File: src/rtl/ifetch_unit.sv
// Instruction fetch: owns the architectural PC, fetches one word per instruction
// from instruction memory and holds it for the core until it is retired.
module ifetch_unit #(
  parameter logic [31:0] RESET_PC = 32'h0000_3000,
  parameter int          CNT_W    = 32
) (
  input  logic             clk,
  input  logic             rst,
  input  logic [31:0]      npc_i,
  output logic [31:0]      pc_o,
  output logic             imem_req_valid,
  input  logic             imem_req_ready,
  output logic [31:0]      imem_addr,
  input  logic             imem_resp_valid,
  input  logic [31:0]      imem_resp_data,
  output logic             inst_valid,
  input  logic             inst_ready,
  output logic [31:0]      inst_data,
  output logic [31:0]      inst_pc,
  output logic             fetch_fault,
  output logic [31:0]      fault_pc,
  output logic [CNT_W-1:0] retired_cnt,
  output logic [2:0]       dbg_state
);

  localparam logic [2:0] S_IDLE  = 3'd0;
  localparam logic [2:0] S_REQ   = 3'd1;
  localparam logic [2:0] S_WAIT  = 3'd2;
  localparam logic [2:0] S_ISSUE = 3'd3;
  localparam logic [2:0] S_FAULT = 3'd4;

  logic [2:0] state;

  // Handshakes: a transfer happens on a rising edge where valid && ready.
  // Request valid/address hold until accepted; the response is a single-cycle
  // pulse that is only honoured while waiting; the instruction is held until
  // the core retires it with inst_ready.
  always_ff @(posedge clk) begin
    if (rst) begin
      state       <= S_IDLE;
      pc_o        <= RESET_PC;
      inst_data   <= 32'h0;
      fetch_fault <= 1'b0;
      fault_pc    <= 32'h0;
      retired_cnt <= '0;
    end else begin
      case (state)
        S_IDLE: state <= S_REQ;
        S_REQ: begin
          if (imem_req_ready) state <= S_WAIT;
        end
        S_WAIT: begin
          if (imem_resp_valid) begin
            inst_data <= imem_resp_data;
            state     <= S_ISSUE;
          end
        end
        S_ISSUE: begin
          if (inst_ready) begin
            pc_o        <= npc_i;
            retired_cnt <= retired_cnt + CNT_W'(1);
            // A misaligned target is never fetched; the unit parks until reset.
            if (npc_i[1:0] != 2'b00) begin
              state       <= S_FAULT;
              fetch_fault <= 1'b1;
              fault_pc    <= npc_i;
            end else begin
              state <= S_REQ;
            end
          end
        end
        S_FAULT: state <= S_FAULT;
        default: state <= S_IDLE;
      endcase
    end
  end

  assign imem_req_valid = (state == S_REQ);
  assign imem_addr      = pc_o;
  assign inst_valid     = (state == S_ISSUE);
  assign inst_pc        = pc_o;
  assign dbg_state      = state;

endmodule

File: config.mk
export PLATFORM = sky130hd
export DESIGN_NAME = ifetch_unit
export DESIGN_NICKNAME = d
export VERILOG_FILES = /design/src/rtl/ifetch_unit.sv
export SDC_FILE = /design/constraint.sdc
export NUM_CORES = 1
export LEC_CHECK = 0
export CAP_MARGIN = 40
export CORE_ASPECT_RATIO = 0.75
export CORE_MARGIN = 2
export CORE_UTILIZATION = 40
export DETAILED_ROUTE_END_ITERATION = 8
export DONT_BUFFER_PORTS = 1
export GPL_TIMING_DRIVEN = 0
export SETUP_SLACK_MARGIN = 0.15
export SLEW_MARGIN = 40
export SYNTH_ARGS = -nofsm -noshare
export SYNTH_HDL_FRONTEND = slang
export SYNTH_SLANG_ARGS = --single-unit
File: constraint.sdc
create_clock -name clk -period 2.65 [get_ports clk]
set_input_delay 0.53 -clock clk [delete_from_list [all_inputs] [get_ports clk]]
set_output_delay 0.53 -clock clk [all_outputs]
set_load 0.005 [all_outputs]
==> summary.md, run 1 <==
| Metric | Value |
|---|---|
| Final worst path period need | `2320 ps` |
| Cell Area, Synth | `0.00546 mm^2` |
| Die height | `105 um` |
| GR Util All Layers | `21.9%` |
| Core Area | `0.0132 mm^2` |
| Sw power | `0.987 mW` |
| Post-synth cell types | `32` |
| Die Wd | `139 um` |
| Post-Layout Inst Area | `0.00625 mm^2` |
| Slew at the pin closest to its max-slew limit | `679 ps` |
| Adder-Cell Fraction of Synth Area | `0.229%` |
| Sw frac | `22.4%` |
| Final Skew | `6.79 ps` |
| Synth Area in Compound Gates | `13.9%` |
| Area grow syn2layout | `14.5%` |
| Critical path, cell by cell | `buf_4 > nand4b_4 > or4_1 > buf_2 > clkbuf_2 > o31ai_1 > a21oi_1` |
| GPL Wtd Cong | `0.831` |
| Setup ws final | `325 ps` |
| Number of clock sinks | `132` |
| Combinational fraction of design power | `3.6%` |
| Starting Density | `41.5%` |
| Worst-path clk slew | `60 ps` |
| P_leak | `2.19 nW` |
| Sequential power share | `46.4%` |
| Nets | `775` |
| Status | `completed` |
| Via Count | `4,733` |
| Power Internal | `3.42 mW` |
| Mux cell area share after synthesis | `0.412%` |
| Relative slew slack | `54.7%` |
| Flops & latches, synth | `132` |
| Layout cells sized above 1 | `14.5%` |
| Max Root-Sink Buffers | `2` |
| Arr. time, crit path | `2610 ps` |
| Final core occ | `47.5%` |
| Most frequent cells in the layout | `203 x nand2_1, 132 x dfxtp_1, 117 x a21oi_1, 67 x buf_4, 39 x clkbuf_1` |
| Sequential fraction of the synthesis area | `48.4%` |
| Worst VDD drop | `0.429 mV` |
| # setup viols final | `0` |
| CP Capture Type | `flop` |
| Synth Instances | `684` |
| Pins over their slew limit | `0` |
| H-tree depth | `4` |
| Commonest non-fill, non-tap cell in the layout | `nand2_1` |
| Setup TNS | `0 ps` |
| Pre-CTS setup slack | `183 ps` |
| Final Cycle Share | `87.7%` |
| Routed len/inst | `18.1 um` |
| Top post-synthesis cells by area | `dfxtp_1 48%, nand2_1 14%, a21oi_1 11%` |
| Yosys top cell by area | `dfxtp_1` |
| Post-synth net total | `754` |
| Mean Syn Cell Area | `7.98 um^2` |
| CP startpoint kind | `flop` |
| CP max stage cell | `or4_1` |
| RSZ-0062 raised after global routing | `false` |
| F_max | `0.430 GHz` |
| Largest net degree at the start of global routing | `17` |
| HP Class | `in -> reg` |
| PD cells | `705 mW/mm^2` |
| Die Area | `0.0146 mm^2` |
| Clk network pwr share | `49.9%` |
| Clock latency on the worst-skew pair | `420 ps` |
| Synth Area in XOR/XNOR | `1.28%` |
| IO buf count | `0` |
| WP data required | `2930 ps` |
| Main combinational cell family by area after synthesis | `simple AND/OR/NAND/NOR gates` |
| Row count | `36` |
| YS warnings | `0` |
| Detail Route Antenna Nets | `0` |
| CTS Root Cell | `clkbuf_16` |
| MaxCap Viol Count | `0` |
| CTS tree | `done` |
| Vias per inst | `5.32` |
| Placed Area | `0.00568 mm^2` |
| Synth top area share | `48.4%` |
| First-pass DRT Iterations | `4` |
| Critical Path Max Stage Delay | `570 ps` |
| Hold Vio Cnt, Final | `0` |
| Vias in the first global route | `4,620` |
| IO Pins | `267` |
| Number of fillers in the final layout | `1,296` |
| DRC viols | `0` |
| First-pass GRT wire length | `25,000 um` |
| CTS buffer count | `17` |
| GRT overflow | `0` |
| Initial antenna violation count | `1` |
| CP max FO | `10` |
| Detail Placement HPWL | `12,000 um` |
| Post-synthesis simple-gate area fraction | `23.6%` |
| Kind of critical path | `reg -> reg` |
| Iter 0 DRT Violations | `294` |
| Overall routed net length | `16,100 um` |
==> cell usage after synthesis (all sizes together) <==
library cell,number
a2111oi,1
a21oi,117
a22oi,1
and2,1
and3,3
and3b,1
and4,6
and4b,1
buf,70
clkbuf,40
dfxtp,132
ha,1
inv,3
mux2,2
nand2,203
nand3,11
nand3b,2
nand4,11
nand4b,1
nor2,17
nor2b,3
nor3,2
nor3b,2
o21ai,7
o21bai,1
o31ai,15
or3,6
or4,16
xnor2,1
xor2,7
==> per-layer routing <==
metal / track usage, % / share of wire, % / vias to the layer above
li1: - / - / 2282
met1: 24.6 / 40 / 2208
met2: 36.5 / 48 / 222
met3: 9.76 / 10 / 21
met4: 8.51 / 1.4 / 0
met5: 0 / 0 / -
==> worst paths after layout <==
kind           startpoint               to  slack [ps]  cells after the start
min             npc_i[25]    imem_addr[25]         240                      2
max          dbg_state[0]  retired_cnt[22]         330                      7
max reg2reg  dbg_state[0]  retired_cnt[22]         330                      7
min reg2reg  fault_pc[10]     fault_pc[10]         470                      2
==> cell type report <==
| type | instances | area [um^2] | area share [%] |
|---|---|---|---|
| Timing Repair Buffer | 2 | 15.0 | 0.240 |
| Tap cell | 171 | 214 | 3.42 |
| Clock buffer | 22 | 474 | 7.59 |
| Buffer | 110 | 663 | 10.6 |
| Clock inverter | 9 | 80.1 | 1.28 |
| Multi-Input combinational cell | 439 | 2150 | 34.4 |
| Sequential cell | 132 | 2640 | 42.3 |
| Inverter | 3 | 11.3 | 0.180 |
| Antenna cell | 1 | 2.50 | 0.0400 |
==> kinds of logic after synthesis <==
kind of cell             count (synthesis)
flip-flops                             132
AND/OR/NAND/NOR                        286
adder cells (fa/ha/maj)                  1
XOR/XNOR                                 8
multiplexers                             2
AO/OA/AOI/OAI                          142
buffers and inverters                  113
==> what timing repair did <==
action | 4_1_cts | 5_1_grt
resized for setup | 0 | 6
setup endpoints to repair | 0 | 40
hold buffers | 0 | 0
setup buffers | 0 | 2
==> critical path: cells and delay by family (launching register included) <==
kind	cells	cell delay, ps
buf+inv	3	640
flops	1	380
compound gates	2	420
simple gates	2	740
==> power by group through the flow <==
stage | combinational (mW) | sequential [mW] | clock (mW)
floorplan | 0.120 | 2.08 | 0
global placement | 0.157 | 2.09 | 0
detailed placement | 0.162 | 2.09 | 0
CTS | 0.162 | 2.05 | 2.23
global route | 0.180 | 2.05 | 2.33
finish | 0.160 | 2.05 | 2.20
==> state kept, by name (all words and copies together) (netlist names) <==
register / count
dbg_state: 3
fault_pc: 32
fetch_fault: 1
imem_addr: 32
inst_data: 32
retired_cnt: 32
==> stage by stage <==
step           instances  power (mW)  hold WS [ps]
5_1_grt              889        4.56           229
3_5_place_dp         855        2.25           467
2_1_floorplan        684        2.20           453
6_report             889        4.41           238
3_3_place_gp         855        2.25           463
4_1_cts              886        4.44           222
Power figures use the tool's default switching activity.
==> run 2: changes to the inputs <==
--- a/config.mk
+++ b/config.mk
@@ -12,6 +12,7 @@
 export DETAILED_ROUTE_END_ITERATION = 8
 export DONT_BUFFER_PORTS = 1
 export GPL_TIMING_DRIVEN = 0
+export HOLD_SLACK_MARGIN = 0.03
 export SETUP_SLACK_MARGIN = 0.15
 export SLEW_MARGIN = 40
 export SYNTH_ARGS = -nofsm -noshare
==> results of run 2 <==
No change in the layout: final DEF, timing and power equal those of run 1.
==> run 3: changes to the inputs <==
--- a/config.mk
+++ b/config.mk
@@ -13,6 +13,7 @@
 export DONT_BUFFER_PORTS = 1
 export GPL_TIMING_DRIVEN = 0
 export HOLD_SLACK_MARGIN = 0.03
+export MAX_ROUTING_LAYER = met4
 export SETUP_SLACK_MARGIN = 0.15
 export SLEW_MARGIN = 40
 export SYNTH_ARGS = -nofsm -noshare
==> run 3 against run 2 <==
  * Worst hold slack gained 4.1 ps
  * Clock skew shrank 1.9 ps
  * Sequential share of layout area is the same
  * Largest cell class unchanged
  * First-iteration DRC count grew 1.0%
  * Clock power is essentially flat
  * Wire length is essentially flat
  * Cell count is the same
  * Design area is the same
  * Critical endpoint unchanged
  * Maximum frequency shrank 0.35%
  * Highest routed layer unchanged
==> summary.md, run 3 (synthesis gave the netlist of run 1 again) <==
| Metric | Value |
|---|---|
| GR Util All Layers | `22.5%` |
| # setup viols final | `0` |
| Placed Area | `0.00568 mm^2` |
| CP Capture Type | `flop` |
| Worst-path clk slew | `60 ps` |
| CTS tree | `done` |
| Max Root-Sink Buffers | `2` |
| Post-Layout Inst Area | `0.00625 mm^2` |
| Placed Cells | `855` |
| GRT overflow | `0` |
| Routed len/inst | `18.1 um` |
| Detail Route Antenna Nets | `0` |
| DRC viols | `0` |
| Die Area | `0.0146 mm^2` |
| Final Skew | `4.84 ps` |
| Combinational fraction of design power | `3.6%` |
| CP startpoint kind | `flop` |
| Final Power | `4.40 mW` |
| Detail Placement HPWL | `12,000 um` |
| Overall routed net length | `16,100 um` |
| H-tree depth | `4` |
| GPL Wtd Cong | `0.843` |
| Commonest non-fill, non-tap cell in the layout | `nand2_1` |
| Multi-input logic area | `0.00215 mm^2` |
| Core Area | `0.0132 mm^2` |
| Minimum hold slack | `242 ps` |
| MaxCap Viol Count | `0` |
| PD cells | `704 mW/mm^2` |
| F_max | `0.429 GHz` |
| Die Wd | `139 um` |
| First-pass GRT wire length | `25,000 um` |
| Largest net degree at the start of global routing | `17` |
| Number of fillers in the final layout | `1,296` |
| Final cell count without fillers | `889` |
| Reg area | `0.00264 mm^2` |
| Worst VDD drop | `0.428 mV` |
| Final worst path period need | `2330 ps` |
| Hold path cells | `2` |
| Sw power | `0.983 mW` |
| Final Cycle Share | `88.0%` |
| Status | `completed` |
| Pre-CTS setup slack | `183 ps` |
| Arr. time, crit path | `2610 ps` |
| Relative slew slack | `53.6%` |
| CTS buffer count | `17` |
| RSZ-0062 raised after global routing | `false` |
| Die height | `105 um` |
| Critical path, cell by cell | `buf_4 > nand4b_4 > or4_1 > buf_2 > clkbuf_2 > o31ai_1 > a21oi_1` |
| Slew at the pin closest to its max-slew limit | `695 ps` |
| Iter 0 DRT Violations | `297` |
| R2R depth | `7` |
| Critical Path Max Stage Delay | `570 ps` |
| Setup ws final | `317 ps` |
| CP max stage cell | `or4_1` |
| Pins over their slew limit | `0` |
| Initial antenna violation count | `1` |
| Nets | `775` |
| Final core occ | `47.5%` |
| Most frequent cells in the layout | `203 x nand2_1, 132 x dfxtp_1, 117 x a21oi_1, 67 x buf_4, 39 x clkbuf_1` |
| CTS Hold Bufs | `0` |
| Layout cells sized above 1 | `14.5%` |
| WP data required | `2930 ps` |
| CP max FO | `10` |
| IO buf count | `0` |
| Sw frac | `22.3%` |
| HP Class | `in -> reg` |
| First-pass DRT Iterations | `4` |
| Setup TNS | `0 ps` |
| P_leak | `2.19 nW` |
| Clk network pwr share | `49.9%` |
| Sequential power share | `46.5%` |
| Number of clock sinks | `132` |
| Vias in the first global route | `4,630` |
| Via Count | `4,705` |
| CTS Root Cell | `clkbuf_16` |
| IO Pins | `267` |
| Area grow syn2layout | `14.5%` |
| Starting Density | `41.5%` |
| Power Internal | `3.42 mW` |
| Clock latency on the worst-skew pair | `420 ps` |
| Kind of critical path | `reg -> reg` |
| Hold Vio Cnt, Final | `0` |
| Vias per inst | `5.29` |
| Row count | `36` |
-- run 3: cell counts in the layout (fill, tap and decap cells not counted) --
Identical to the previous run, type by type.
-- run 3: cell type report --
cell class | instances | area share, %
inverter | 3 | 0.180
timing repair buffer | 2 | 0.240
antenna | 1 | 0.0400
multi-input combinational | 439 | 34.4
buffer | 110 | 10.6
sequential | 132 | 42.3
tap | 171 | 3.42
clock buffer | 22 | 7.59
clock inverter | 9 | 1.28
-- run 3: power by group through the flow --
| stage | Combinational, mW | Sequential (mW) | Clock (mW) |
|---|---|---|---|
| finish | 0.160 | 2.05 | 2.20 |
| global route | 0.180 | 2.05 | 2.33 |
| CTS | 0.162 | 2.05 | 2.23 |
| detailed placement | 0.162 | 2.09 | 0 |
| global placement | 0.157 | 2.09 | 0 |
| floorplan | 0.120 | 2.08 | 0 |
-- run 3: final timing paths --
check,end,slack [ps],from
setup / recovery,retired_cnt[22],320,dbg_state[0]
hold / removal,imem_addr[25],240,npc_i[25]
setup reg to reg,retired_cnt[22],320,dbg_state[0]
hold reg to reg,fault_pc[10],470,fault_pc[10]
-- run 3: repair_timing --
item	in CTS	in global routing
resized for setup	0	6
buffers inserted	0	2
setup endpoints to repair	0	40
-- run 3: critical path: cells and delay by family (launching register included) --
kind | cells | cell delay (ps)
buf+inv | 3 | 650
flops | 1 | 380
simple gates | 2 | 750
compound gates | 2 | 420
-- run 3: metal layers --
metal / GRT usage [%] / routed length [um] / vias to the layer above / part of all wire, %
met2: 36.6 / 7700 / 218 / 48
met5: - / 0 / - / 0
met1: 24.9 / 6540 / 2185 / 41
met4: 7.43 / 179 / 0 / 1.1
met3: 9.81 / 1680 / 18 / 10
li1: - / - / 2284 / -
